`config.mk`:
```
export PLATFORM = sky130hd
export DESIGN_NAME = dcu_mem_arb
export DESIGN_NICKNAME = d
export VERILOG_FILES = /design/src/rtl/dcu_mem_arb.sv
export SDC_FILE = /design/constraint.sdc
export NUM_CORES = 1
export LEC_CHECK = 0
export CAP_MARGIN = 20
export CORE_UTILIZATION = 45
export DETAILED_ROUTE_END_ITERATION = 8
export GPL_TIMING_DRIVEN = 0
export PLACE_DENSITY = 0.79
export SETUP_SLACK_MARGIN = 0.02
export SLEW_MARGIN = 20
export SYNTH_ARGS = -nofsm -noshare
export SYNTH_HDL_FRONTEND = slang
export SYNTH_SLANG_ARGS = --single-unit
```
`constraint.sdc`:
```
create_clock -name clk -period 3.92 [get_ports clk]
set_clock_uncertainty 0.15 [all_clocks]
set_input_delay 1.176 -clock clk [delete_from_list [all_inputs] [get_ports clk]]
set_output_delay 1.176 -clock clk [all_outputs]
set_load 0.02 [all_outputs]
```
`src/rtl/dcu_mem_arb.sv`:
```
// Owns the DCU's single memory-interface port: picks one of four requesters,
// holds the grant for the whole transaction and steers BIU acks back to the owner.
module dcu_mem_arb #(
  parameter int BEATS_LINE = 4,
  parameter int STARVE_MAX = 3
) (
  input  logic       clk,
  input  logic       reset,
  input  logic       nc_wr_req,
  input  logic       fill_req,
  input  logic       wb_req,
  input  logic       nc_rd_req,
  input  logic       normal_ack,
  input  logic       error_ack,
  output logic       mem_req,
  output logic [1:0] mem_type,
  output logic [3:0] gnt,
  output logic [2:0] beat_cnt,
  output logic [3:0] ack_normal,
  output logic [3:0] ack_error,
  output logic       arb_idle,
  output logic       spurious_ack,
  output logic [1:0] state_dbg
);

  typedef enum logic [1:0] {
    ST_IDLE = 2'd0,
    ST_XFER = 2'd1,
    ST_ERR  = 2'd2
  } state_t;

  localparam logic [1:0] TYPE_FILL = 2'b00;
  localparam logic [1:0] TYPE_WB   = 2'b01;
  localparam logic [1:0] TYPE_NCWR = 2'b10;
  localparam logic [1:0] TYPE_NCRD = 2'b11;

  localparam logic [2:0] LINE_LAST = 3'(BEATS_LINE - 1);
  localparam int         SW        = (STARVE_MAX < 1) ? 1 : $clog2(STARVE_MAX + 1);
  localparam logic [SW-1:0] SC_MAX = SW'(STARVE_MAX);

  state_t        state_q, state_d;
  logic [3:0]    gnt_q, gnt_d;
  logic [1:0]    mem_type_q, mem_type_d;
  logic [2:0]    beat_cnt_q, beat_cnt_d;
  logic [SW-1:0] starve_cnt_q, starve_cnt_d;
  logic          mem_req_q, mem_req_d;
  logic          arb_idle_q, arb_idle_d;

  logic [3:0]    win;
  logic [1:0]    win_type;
  logic [2:0]    last_beat;
  logic          in_xfer;

  // Fixed priority nc_wr > fill > wb > nc_rd, except a starved wb jumps ahead of fill.
  always_comb begin
    win      = 4'b0000;
    win_type = TYPE_FILL;
    if (nc_wr_req) begin
      win      = 4'b0001;
      win_type = TYPE_NCWR;
    end else if (wb_req && (starve_cnt_q == SC_MAX)) begin
      win      = 4'b0100;
      win_type = TYPE_WB;
    end else if (fill_req) begin
      win      = 4'b0010;
      win_type = TYPE_FILL;
    end else if (wb_req) begin
      win      = 4'b0100;
      win_type = TYPE_WB;
    end else if (nc_rd_req) begin
      win      = 4'b1000;
      win_type = TYPE_NCRD;
    end
  end

  assign last_beat = ((mem_type_q == TYPE_FILL) || (mem_type_q == TYPE_WB)) ? LINE_LAST : 3'd0;

  always_comb begin
    state_d      = state_q;
    gnt_d        = gnt_q;
    mem_type_d   = mem_type_q;
    beat_cnt_d   = beat_cnt_q;
    starve_cnt_d = starve_cnt_q;
    mem_req_d    = mem_req_q;
    arb_idle_d   = arb_idle_q;
    case (state_q)
      ST_IDLE: begin
        if (win != 4'b0000) begin
          state_d    = ST_XFER;
          gnt_d      = win;
          mem_type_d = win_type;
          beat_cnt_d = 3'd0;
          mem_req_d  = 1'b1;
          arb_idle_d = 1'b0;
          if (win == 4'b0100) begin
            starve_cnt_d = '0;
          end else if ((win == 4'b0010) && wb_req && (starve_cnt_q != SC_MAX)) begin
            starve_cnt_d = starve_cnt_q + 1'b1;
          end
        end
      end
      ST_XFER: begin
        if (error_ack) begin
          state_d    = ST_ERR;
          gnt_d      = 4'b0000;
          mem_type_d = TYPE_FILL;
          beat_cnt_d = 3'd0;
          mem_req_d  = 1'b0;
        end else if (normal_ack) begin
          if (beat_cnt_q == last_beat) begin
            state_d    = ST_IDLE;
            gnt_d      = 4'b0000;
            mem_type_d = TYPE_FILL;
            beat_cnt_d = 3'd0;
            mem_req_d  = 1'b0;
            arb_idle_d = 1'b1;
          end else begin
            beat_cnt_d = beat_cnt_q + 3'd1;
          end
        end
      end
      ST_ERR: begin
        state_d    = ST_IDLE;
        arb_idle_d = 1'b1;
      end
      default: begin
        state_d    = ST_IDLE;
        gnt_d      = 4'b0000;
        mem_type_d = TYPE_FILL;
        beat_cnt_d = 3'd0;
        mem_req_d  = 1'b0;
        arb_idle_d = 1'b1;
      end
    endcase
  end

  always_ff @(posedge clk or posedge reset) begin
    if (reset) begin
      state_q      <= ST_IDLE;
      gnt_q        <= 4'b0000;
      mem_type_q   <= TYPE_FILL;
      beat_cnt_q   <= 3'd0;
      starve_cnt_q <= '0;
      mem_req_q    <= 1'b0;
      arb_idle_q   <= 1'b1;
    end else begin
      state_q      <= state_d;
      gnt_q        <= gnt_d;
      mem_type_q   <= mem_type_d;
      beat_cnt_q   <= beat_cnt_d;
      starve_cnt_q <= starve_cnt_d;
      mem_req_q    <= mem_req_d;
      arb_idle_q   <= arb_idle_d;
    end
  end

  // Acks are steered combinationally so the owner sees them in the BIU's cycle.
  assign in_xfer      = (state_q == ST_XFER);
  assign ack_error    = (in_xfer && error_ack) ? gnt_q : 4'b0000;
  assign ack_normal   = (in_xfer && normal_ack && !error_ack) ? gnt_q : 4'b0000;
  assign spurious_ack = !in_xfer && !reset && (normal_ack || error_ack);

  assign mem_req   = mem_req_q;
  assign mem_type  = mem_type_q;
  assign gnt       = gnt_q;
  assign beat_cnt  = beat_cnt_q;
  assign arb_idle  = arb_idle_q;
  assign state_dbg = state_q;

endmodule
```
# Word-level counts from Yosys, hierarchy flattened
# Index checks and enable logic that the tools add are counted.
dict set report classes {
  bitwise 1
  reduce_logical 22
  n_eq_ne 14
  muxes 43
  n_addsub 2
}
# operator count
set op_table {}
lappend op_table {{4-bit two-way mux} 11}
lappend op_table {{2-bit two-way mux} 14}
lappend op_table {{3-bit two-way mux} 4}
lappend op_table {{4-bit case mux with 3 select lines} 1}
lappend op_table {{3-bit case mux with 3 select lines} 1}
lappend op_table {{3-bit AND reduction} 3}
lappend op_table {{1-bit logical AND} 8}
lappend op_table {{1-bit two-way mux} 8}
lappend op_table {{2-bit inequality test (second input constant)} 4}
lappend op_table {{4-bit AND reduction} 2}
lappend op_table {{2-bit case mux with 3 select lines} 1}
lappend op_table {{2-bit by 1-bit equality test with 1-bit output (second input constant)} 2}
lappend op_table {{2-bit equality test (second input constant)} 2}
lappend op_table {{4-bit by 2-bit equality test with 1-bit output (second input constant)} 1}
lappend op_table {{4-bit by 3-bit equality test with 1-bit output (second input constant)} 1}
lappend op_table {{2-bit zero test} 2}
lappend op_table {{2-bit case mux with 2 select lines} 1}
lappend op_table {{4-bit nonzero test} 1}
lappend op_table {{3-bit by 1-bit adder with 3-bit output (second input constant)} 1}
lappend op_table {{3-bit by 2-bit equality test with 1-bit output} 1}
lappend op_table {{1-bit zero test} 3}
lappend op_table {{3-bit by 2-bit inequality test with 1-bit output (second input constant)} 1}
lappend op_table {{3-bit inequality test (second input constant)} 1}
lappend op_table {{1-bit case mux with 3 select lines} 1}
lappend op_table {{other kinds (6)} 7}
dict set report word_totals {
  word_cells 89
  reg_bits 15
  out_inout_bits 22
}

# Depth between registers and ports, before layout
# Gate-level depths: netlist of run 1.
dict set report depth {
  depth_word 10
  ltp_mapped 5
  ltp_nobuf 5
}

# Worst setup path after synthesis of run 1
# No wires, ideal clock.
dict set report synth_path {
  path_type {input port to output port}
  startpoint {in error_ack}
  endpoint {out ack_normal[0]}
  setup_slack_ns 0.660
  arrival_ns 1.934
  path_buffers 1
  stages 3
  cell_sequence {buf_1 nor3_2 and3_1}
}
dict set report synth_via {
  elab_chain_len 3
}
# item line
set synth_rtl {}
lappend synth_rtl {{start, declared} 14} ;# input logic error_ack,
lappend synth_rtl {{1-bit zero test} 160} ;# assign ack_normal = (in_xfer && normal_ack && !error_ack) ? gnt_q : 4'b0000;
lappend synth_rtl {{1-bit logical AND} 160}
lappend synth_rtl {{4-bit two-way mux} 160}
lappend synth_rtl {{end, declared} 19} ;# output logic [3:0] ack_normal,
# Every way passes these cells.

# Final worst setup path of run 1
# Same ends and word-level chain as after synthesis.

==> reports/summary.md, run 1 <==
- vias in the first global route: 724
- Die Ht: 46.8 µm
- Routed WL: 2140 µm
- total global-route track usage: 21.9%
- required time reported for the critical path endpoint: 2.59 ns
- Fmax: 266 MHz
- worst slack on hold paths: 0.358 ns
- clk buf depth: 2
- leading area contributor after synthesis: dfrtp_1
- GRT met3 Usage: 4.62%
- total iterations of the first detailed-routing run: 4
- global-route wire length before repair: 3240 µm
- VDD IR max: 426 µV
- Critical Path Source Type: primary input
- insertion delay of the later-clocked pin in the worst-skew pair: 0.29 ns
- hold buffer count at CTS: 0
- met2 Track Usage GR: 34.7%
- share of Yosys cell area claimed by the top area cell type: 38.8%
- Die Area: 2190 µm²
- worst slew pin tran: 0.575 ns
- maximum capacitance violations: 0
- number of pins with negative max-slew slack in the final report: 0
- Floorplan Core Area: 1800 µm²
- grt peak-use layer: met2
- cell with the most instances after synthesis: dfrtp_1
- Vias per Instance: 5.51
- starting density of the core: 50.1%
- Clk Tree Root Cell: clkbuf_4
- Final nets: 144
- number of antenna repair diodes: 0
- top post-synthesis cells by area: dfrtp_1 39%, and3_1 5.5%, nand2_1 4.6%
- status: finished clean
- category of the most critical setup path: in -> out
- CTS H-tree depth: 1
- number of top-level design ports: 30
- maximum single-stage delay on the critical path: 0.60 ns
- register area share after synthesis: 41.7%
- WHS Path Cells: 2
- path class of the lowest-slack min-delay path: reg -> reg
- most frequently used flop master after synthesis: dfrtp_1
- arrival time of the worst setup path: 2.44 ns
- final worst-path cycle share: 96.1%
- worst max-slew margin expressed relative to the limit: 61.6%
- cell with the biggest individual delay on the critical path: clkdlybuf4s50_1
- Layout Area Growth over Synthesis: 41.6%
- number of placement rows: 15
- TritonCTS sink count: 15
- number of library cell types mapped by synthesis: 38
- Post-Syn Area per Cell: 9.30 µm²
- global-route congestion overflow total: 0
- CP Buf/Inv Count: 2
- number of cell instances on the worst register-to-register path: 5
- number of buffers created by CTS: 3
- Starting DRT DRC Count: 14
- buffers added on ports: 28
- clock tree from TritonCTS: done
- most common library cells after synthesis: 14 x dfrtp_1, 11 x nand2_1, 8 x and3_1, 7 x nor2_1
- Seq cells post-synth: 15
- Residual DRC: 0
- wire length per cell after detailed routing: 13.6 µm
- Post-synth ARST share: 100%
- sum of internal, switching and leakage power: 824 µW
- half-perimeter wire length after placement: 1580 µm
- setup repair after global routing missed its margin: no
- number of antenna violations at the first check in global routing: 0
- maximum number of pins on one net before global-route repair: 16
- final hold violation count: 0
- vias after detailed routing: 870
- Final GP Congestion: 0.771
- post-layout minimum cycle time: 3.77 ns
- critical path, cell by cell: clkbuf_2 > nor3_4 > and3_1 > clkdlybuf4s50_1
- net count of the mapped netlist: 107
- post-synthesis cell area: 902 µm²
- cell family with the largest share of critical-path delay: buffers and inverters
- proportion of layout cells with a drive suffix above 1: 18.0%
- met1 usage: 28.6%
- total leakage power: 0.000580 µW
- Mapped Cells: 97
- worst-path fanout max: 10
- Synth Warn #: 0
- antenna-violating nets left: 0
- path length in cells of the critical path: 4
- Pwr per Cell Area: 645 nW/µm²
- number of enable flip-flop cells after synthesis: 0
- Reg clk slew, reported paths: 0.09 ns
- crit end category: primary output
- post-layout util: 70.9%
- horizontal die dimension: 46.8 µm
- final setup violating endpoints: 0
[placed cells by master (no fill, tap or decap), types with 2 or more instances in the layout]
master,n
o21ai_2,3
clkbuf_1,2
ha_1,2
nand2_1,11
nor2_1,7
buf_4,4
o21ai_1,4
nand3_1,6
nor3b_1,2
dlygate4sd2_1,2
a21oi_1,3
inv_1,6
nand4_1,2
clkbuf_4,3
nor2b_1,3
dfrtp_1,14
and3_1,8
clkdlybuf4s50_1,25
[worst min-delay path, stage by stage (launching register included)]
cell,delay (ns)
dfrtp_1,0.36
nand2_1,0.05
o21ai_1,0.07
[layout make-up]
cell class                 count  area, µm²
timing repair buffer          32        310
inverter                       7       26.3
multi-input combinational     72        493
fill                         155        524
tap                           25       31.3
clock buffer                   4       26.3
sequential                    15        377
buffer                         3       13.8
[layer usage]
layer | vias up | routed length [µm]
li1 | 422 | -
met1 | 417 | 996
met2 | 25 | 1010
met3 | 6 | 100
met4 | 0 | 39
met5 | - | 0
[path summary, 6_finish.rpt]
check / from / to / slack, ns
worst min register to register: starve_cnt_q[1] / starve_cnt_q[1] / 0.36
worst min-delay path: starve_cnt_q[1] / starve_cnt_q[1] / 0.36
min in group asynchronous: reset / beat_cnt[1] / 1.12
worst max-delay path: error_ack / ack_normal[0] / 0.15
max in group asynchronous: reset / arb_idle / 2.12
worst max register to register: state_dbg[1] / mem_type[1] / 2.16
[kinds of logic (layout without fill, tap and decap cells)]
kind of cell | Yosys count | count (layout) | synth area share, %
buffers and inverters | 10 | 46 | 4.30
flip-flops | 15 | 15 | 41.7
AO/OA/AOI/OAI | 22 | 22 | 21.2
AND/OR/NAND/NOR | 48 | 48 | 30.0
adder cells (fa/ha/maj) | 2 | 2 | 2.77
[stage by stage]
| stage | worst slack (ns) | TNS, ns | std cells | cell area, µm² |
|---|---|---|---|---|
| 2_1_floorplan | 0.660 | 0 | 97 | 902 |
| 3_3_place_gp | -0.0175 | -0.0623 | 150 | 1210 |
| 3_5_place_dp | -0.0868 | -0.252 | 150 | 1210 |
| 4_1_cts | 0.0288 | 0 | 154 | 1240 |
| 5_1_grt | 0.0814 | 0 | 158 | 1280 |
| 6_report | 0.155 | 0 | 158 | 1280 |
[where the power goes]
part | switching [µW] | internal, µW
sequential | 43.4 | 211
clock | 53.4 | 39.7
combinational | 271 | 206
[registers in the layout (all words and copies together), names as in the netlist]
register and cells:
arb_idle 1, beat_cnt 3, gnt 4, mem_req 1
mem_type 2, starve_cnt_q 2, state_dbg 2
[repair_timing]
action,CTS,global route
endpoints found under the setup margin,5,4
resized for setup,3,2
pin swaps,0,1
buffers inserted,0,4
Power figures use the tool's default switching activity.
==> run 2: changes to the inputs <==
--- a/config.mk
+++ b/config.mk
@@ -6,10 +6,10 @@
 export NUM_CORES = 1
 export LEC_CHECK = 0
 export CAP_MARGIN = 20
-export CORE_UTILIZATION = 45
+export CORE_UTILIZATION = 48
 export DETAILED_ROUTE_END_ITERATION = 8
 export GPL_TIMING_DRIVEN = 0
-export PLACE_DENSITY = 0.79
+export PLACE_DENSITY = 0.83
 export SETUP_SLACK_MARGIN = 0.02
 export SLEW_MARGIN = 20
 export SYNTH_ARGS = -nofsm -noshare
==> reports/summary.md, run 2 (same netlist as run 1, synthesis figures left out) <==
- status: finished clean
- Reg clk slew, reported paths: 0.10 ns, about the same
- critical path, cell by cell: clkbuf_2 > nor3_4 > and3_1 > clkdlybuf4s50_1
- worst-path fanout max: 10, unchanged
- worst slew pin tran: 0.584 ns, +0.00841 ns
- number of antenna repair diodes: 0, unchanged
- number of placement rows: 15, unchanged
- hold buffer count at CTS: 0, unchanged
- Vias per Instance: 5.37, -2.4%
- max reg flops: 4, unchanged
- count of placed standard cells in the final layout, fillers left out: 155, -1.9%
- horizontal die dimension: 45.4 µm, -3.0%
- sum of internal, switching and leakage power: 804 µW, -2.4%
- post-layout minimum cycle time: 3.80 ns, +0.0345 ns
- global-route wire length before repair: 3170 µm, -2.3%
- VDD IR max: 396 µV, -7.2%
- required time reported for the critical path endpoint: 2.59 ns, about the same
- placed instance count: 150, unchanged
- Die Ht: 45.4 µm, -3.0%
- Starting DRT DRC Count: 22, +8
- number of pins with negative max-slew slack in the final report: 0, unchanged
- Routed WL: 1980 µm, -7.5%
- Clk Tree Root Cell: clkbuf_4
- insertion delay of the later-clocked pin in the worst-skew pair: 0.29 ns, about the same
- clock tree from TritonCTS: done
- worst max-slew margin expressed relative to the limit: 61.0%, -0.56 points
- maximum single-stage delay on the critical path: 0.60 ns, about the same
- vias in the first global route: 722, -0.28%
- TritonCTS sink count: 15, unchanged
- maximum capacitance violations: 0, unchanged
- antenna-violating nets left: 0, unchanged
- Fmax: 263 MHz, -0.91%
- number of buffers created by CTS: 3, unchanged
- number of antenna violations at the first check in global routing: 0, unchanged
- worst slack on hold paths: 0.371 ns, +0.0130 ns
- vias after detailed routing: 833, -4.3%
- CTS H-tree depth: 1, unchanged
- Final nets: 141, -2.1%
- setup repair after global routing missed its margin: no
- Die Area: 2060 µm², -6.0%
- crit end category: primary output
- global-route congestion overflow total: 0, unchanged
- category of the most critical setup path: in -> out
- Residual DRC: 0, unchanged
- maximum number of pins on one net before global-route repair: 16, unchanged
- final total negative setup slack: 0 ns, unchanged
- final setup violating endpoints: 0, unchanged
- Layout Area Growth over Synthesis: 39.7%
- arrival time of the worst setup path: 2.47 ns, +0.03 ns
- Critical Path Source Type: primary input
- leading cell type in the layout, fill and taps excluded: clkdlybuf4s50_1
- proportion of layout cells with a drive suffix above 1: 16.9%, -1.1 points
- path class of the lowest-slack min-delay path: reg -> reg
- number of top-level design ports: 30, unchanged
- Pwr per Cell Area: 638 nW/µm², -1.0%
- Floorplan Core Area: 1750 µm², -3.1%
- wire length per cell after detailed routing: 12.8 µm, -5.7%
- total iterations of the first detailed-routing run: 4, unchanged
- post-layout util: 72.2%, +1.3 points
- cell with the biggest individual delay on the critical path: clkdlybuf4s50_1
- clk buf depth: 2, unchanged
- final worst-path cycle share: 96.9%, +0.88 points
- total leakage power: 0.000575 µW, -0.86%
- Final GP Congestion: 0.836, +8.3%
- buffers added on ports: 28, unchanged
- commonest cells after routing, fill and taps aside: 25 x clkdlybuf4s50_1, 14 x dfrtp_1, 11 x nand2_1, 8 x and3_1, 7 x nor2_1
- half-perimeter wire length after placement: 1470 µm, -7.2%
- final hold violation count: 0, unchanged
- total global-route track usage: 22.0%, +0.17 points
- starting density of the core: 51.7%, +1.6 points
run 2: final cells by class:
class                      count  area [µm²]
clock inverter                 1        5.00
inverter                       7        26.3
fill                         133         485
sequential                    15         377
timing repair buffer          29         292
multi-input combinational     72         493
buffer                         3        13.8
tap                           25        31.3
clock buffer                   3        22.5
run 2: metal layers:
| layer | vias to the layer above | share of wire, % | GRT usage, % |
|---|---|---|---|
| li1 | 409 | - | - |
| met1 | 391 | 48 | 31.7 |
| met2 | 25 | 45 | 30.1 |
| met3 | 8 | 4.0 | 2.80 |
| met4 | 0 | 2.6 | 15.8 |
| met5 | - | 0 | 0 |
run 2: final timing paths:
check / start / to / depth (start not counted) / slack, ns
worst max-delay path: error_ack / ack_normal[1] / 4 / 0.12
worst min-delay path: starve_cnt_q[0] / starve_cnt_q[0] / 1 / 0.37
worst max register to register: state_dbg[1] / mem_type[1] / 5 / 2.16
worst min register to register: starve_cnt_q[0] / starve_cnt_q[0] / 1 / 0.37
max in group asynchronous: reset / mem_req / 2 / 2.12
min in group asynchronous: reset / state_dbg[1] / 2 / 1.11
run 2: metrics by stage:
step / cell area (µm²) / setup slack (ns)
3_3_place_gp: 1210 / -0.0420
6_report: 1260 / 0.120
4_1_cts: 1250 / 0.0291
3_5_place_dp: 1210 / -0.0592
5_1_grt: 1260 / 0.0570
2_1_floorplan: 902 / 0.660
run 2: power breakdown:
group          internal (µW)  total [µW]  switching [µW]  leakage [µW]
logic                    195         460             264      0.000365
clock network           38.0        91.6            53.6     0.0000177
registers                210         253            42.7      0.000193
total                    444         804             361      0.000575
run 2: worst max-delay path: cells and delay by family:
kind                   cells  cell delay [ns]
buffers and inverters      2             0.78
and+or+nand+nor            2             0.51
run 2: what timing repair did:
item                                    in CTS  in global routing
gates resized for setup                      2                  3
endpoints found under the setup margin       5                  4
pin swaps                                    0                  1
setup buffers                                0                  1
==> RTL change (config.mk and constraints of run 2) <==
Set the parameter `STARVE_MAX` to 6 (it was 3).
--- a/src/rtl/dcu_mem_arb.sv
+++ b/src/rtl/dcu_mem_arb.sv
@@ -2,7 +2,7 @@
 // holds the grant for the whole transaction and steers BIU acks back to the owner.
 module dcu_mem_arb #(
   parameter int BEATS_LINE = 4,
-  parameter int STARVE_MAX = 3
+  parameter int STARVE_MAX = 6
 ) (
   input  logic       clk,
   input  logic       reset,
Function: no difference found for any inputs over 10 cycles, from zero or initial values and one cycle with reset high; that may be too few to reach the edited logic, so the function may still have changed.
==> RTL change against run 2 <==
Area after synthesis is 0.97% higher. Critical path depth stayed put. Routed wire length is 11% higher. Non-clock buffer count stayed put. Sequential cell count is 1 higher. First-iteration DRC count is 9.1% higher. Final area is 2.3% higher. Setup slack better by 0.023 ns. Total power is 6.0% higher. Largest power group unchanged.
==> RTL change: results (changes against run 2) <==
----------------------------------------------------
[Power and ir drop]
  Worst ir drop on vdd ... 0.000366 V (-7.5%)

[Cells and area]
  Fill cell count ... 142 (+6.8%)
  Clk_buf instances ... 4 (+1)
  Fraction of cell area in non-clock buffers ... 0.248 (+0.00527)
  Clock buffer and inverter area fraction after layout ... 0.0282 (+0.00631)
  Flip-flop and latch count ... 16 (+1)
  Fraction of layout cells with a size suffix above 1 ... 0.128 (-0.0412)
  Combined area of the multi-input logic cells ... 482 um^2 (-2.3%)
  Count of inverters not on the clock network in the layout ... 5 (-2)
  Multi-input combinational cell count ... 68 (-5.6%)
  Share of cell area taken by flip-flops and latches ... 0.312 (+0.0127)
  Final cell area excluding filler cells ... 0.00129 mm^2 (+2.3%)
  Total Nets Final ... 137 (-2.8%)

[Place]
  Hpwl dp ... 1.61 mm (+9.7%)
  Weighted congestion reported at the end of routability-driven placement ... 0.770 (-7.9%)
  Dpl cell area ... 0.00122 mm^2 (+0.72%)

[Worst hold path]
  WHS Endpoint ... mem_req
  Hold Path Origin ... mem_req
  Hold Path Stages ... 2 (+1)

[Timing]
  Worst slew pin tran ... 0.612 ns (+0.0279 ns)
  Hold WS ... 0.378 ns (+0.00674 ns)

[Worst setup path]
  Setup slack, reg-to-reg ... 2.27 ns (+0.11 ns)
  FF-to-FF Start ... beat_cnt[0]
  R2R depth ... 4 (-1)
  Worst reg2reg path endpoint ... gnt[2]

[GRT]
  First-pass GRT wire length ... 3.53 mm (+11%)
  Maximum number of pins on one net before global-route repair ... 17 (+1)
  Met2 usage in global routing ... 0.377 (+0.0757)
  Number of global-route vias before repair ... 768 (+6.4%)
  Met3 global-route usage ... 0.0437 (+0.0157)
  GRT Resource Usage Total ... 0.238 (+0.0172)

[CTS]
  Clock slew at reported path FFs ... 0.10 ns (about the same)

[Synth]
  Compound-Gate Fraction of Synth Area ... 0.199 (-0.0130)
  Top cells by area, synth ... dfrtp_1 41%, and3_1 6.9%, ha_1 4.1%, nor2_1 3.7%, a32o_1 3.3%
  Async S/R FF share, synth ... 1.00 (unchanged)
  Synth Area in Adders ... 0.0412 (+0.0135)
  Mux share of post-synthesis cell area ... 0.0275 (+0.0275)
  Synth cell types ... 36 (-5.3%)
  Nets in the synthesized netlist ... 102 (-4.7%)
  Top cell types by occurrence after synthesis ... 15 x dfrtp_1, 10 x and3_1, 9 x nor2_1
  Synthesized area divided by synthesized cell count ... 10.0 um^2 (+7.6%)
  Xor-xnor portion of the synthesized cell area ... 0.00962 (+0.00962)
  Sequential area share after synthesis ... 0.441 (+0.0235)

[Drt]
  Detailed-route wire length per cell ... 14.7 um (+15%)
  Via count ... 827 (-0.72%)
  Routed wire length ... 2.20 mm (+11%)

[Status]
  Run status ... finished, final reports clean

----------------------------------------------------
RTL change: where the power goes:
part	switching (mW)	internal [mW]	total, mW
clock network	0.0501	0.0564	0.107
logic	0.232	0.214	0.446
registers	0.0723	0.228	0.301
total	0.354	0.499	0.853
RTL change: repair_timing:
action / in CTS / in global routing
buffers inserted: 0 / 2
pin swaps: 0 / 1
resized for setup: 2 / 4
endpoints found under the setup margin: 5 / 4
RTL change: worst max path at each step:
stage	startpoint	to	slack (ns)	depth (start not counted)
detailed placement	normal_ack	spurious_ack	-0.02	4
finish	error_ack	ack_normal[1]	0.14	4
floorplan	error_ack	spurious_ack	0.62	3
global route	error_ack	ack_normal[1]	0.09	4
global placement	normal_ack	spurious_ack	-0.03	4
CTS	error_ack	ack_normal[2]	0.03	4
RTL change: metal layers:
metal | vias up | share of wire
li1 | 398 | -
met1 | 408 | 0.45
met2 | 17 | 0.51
met3 | 4 | 0.030
met4 | 0 | 0.010
met5 | - | 0
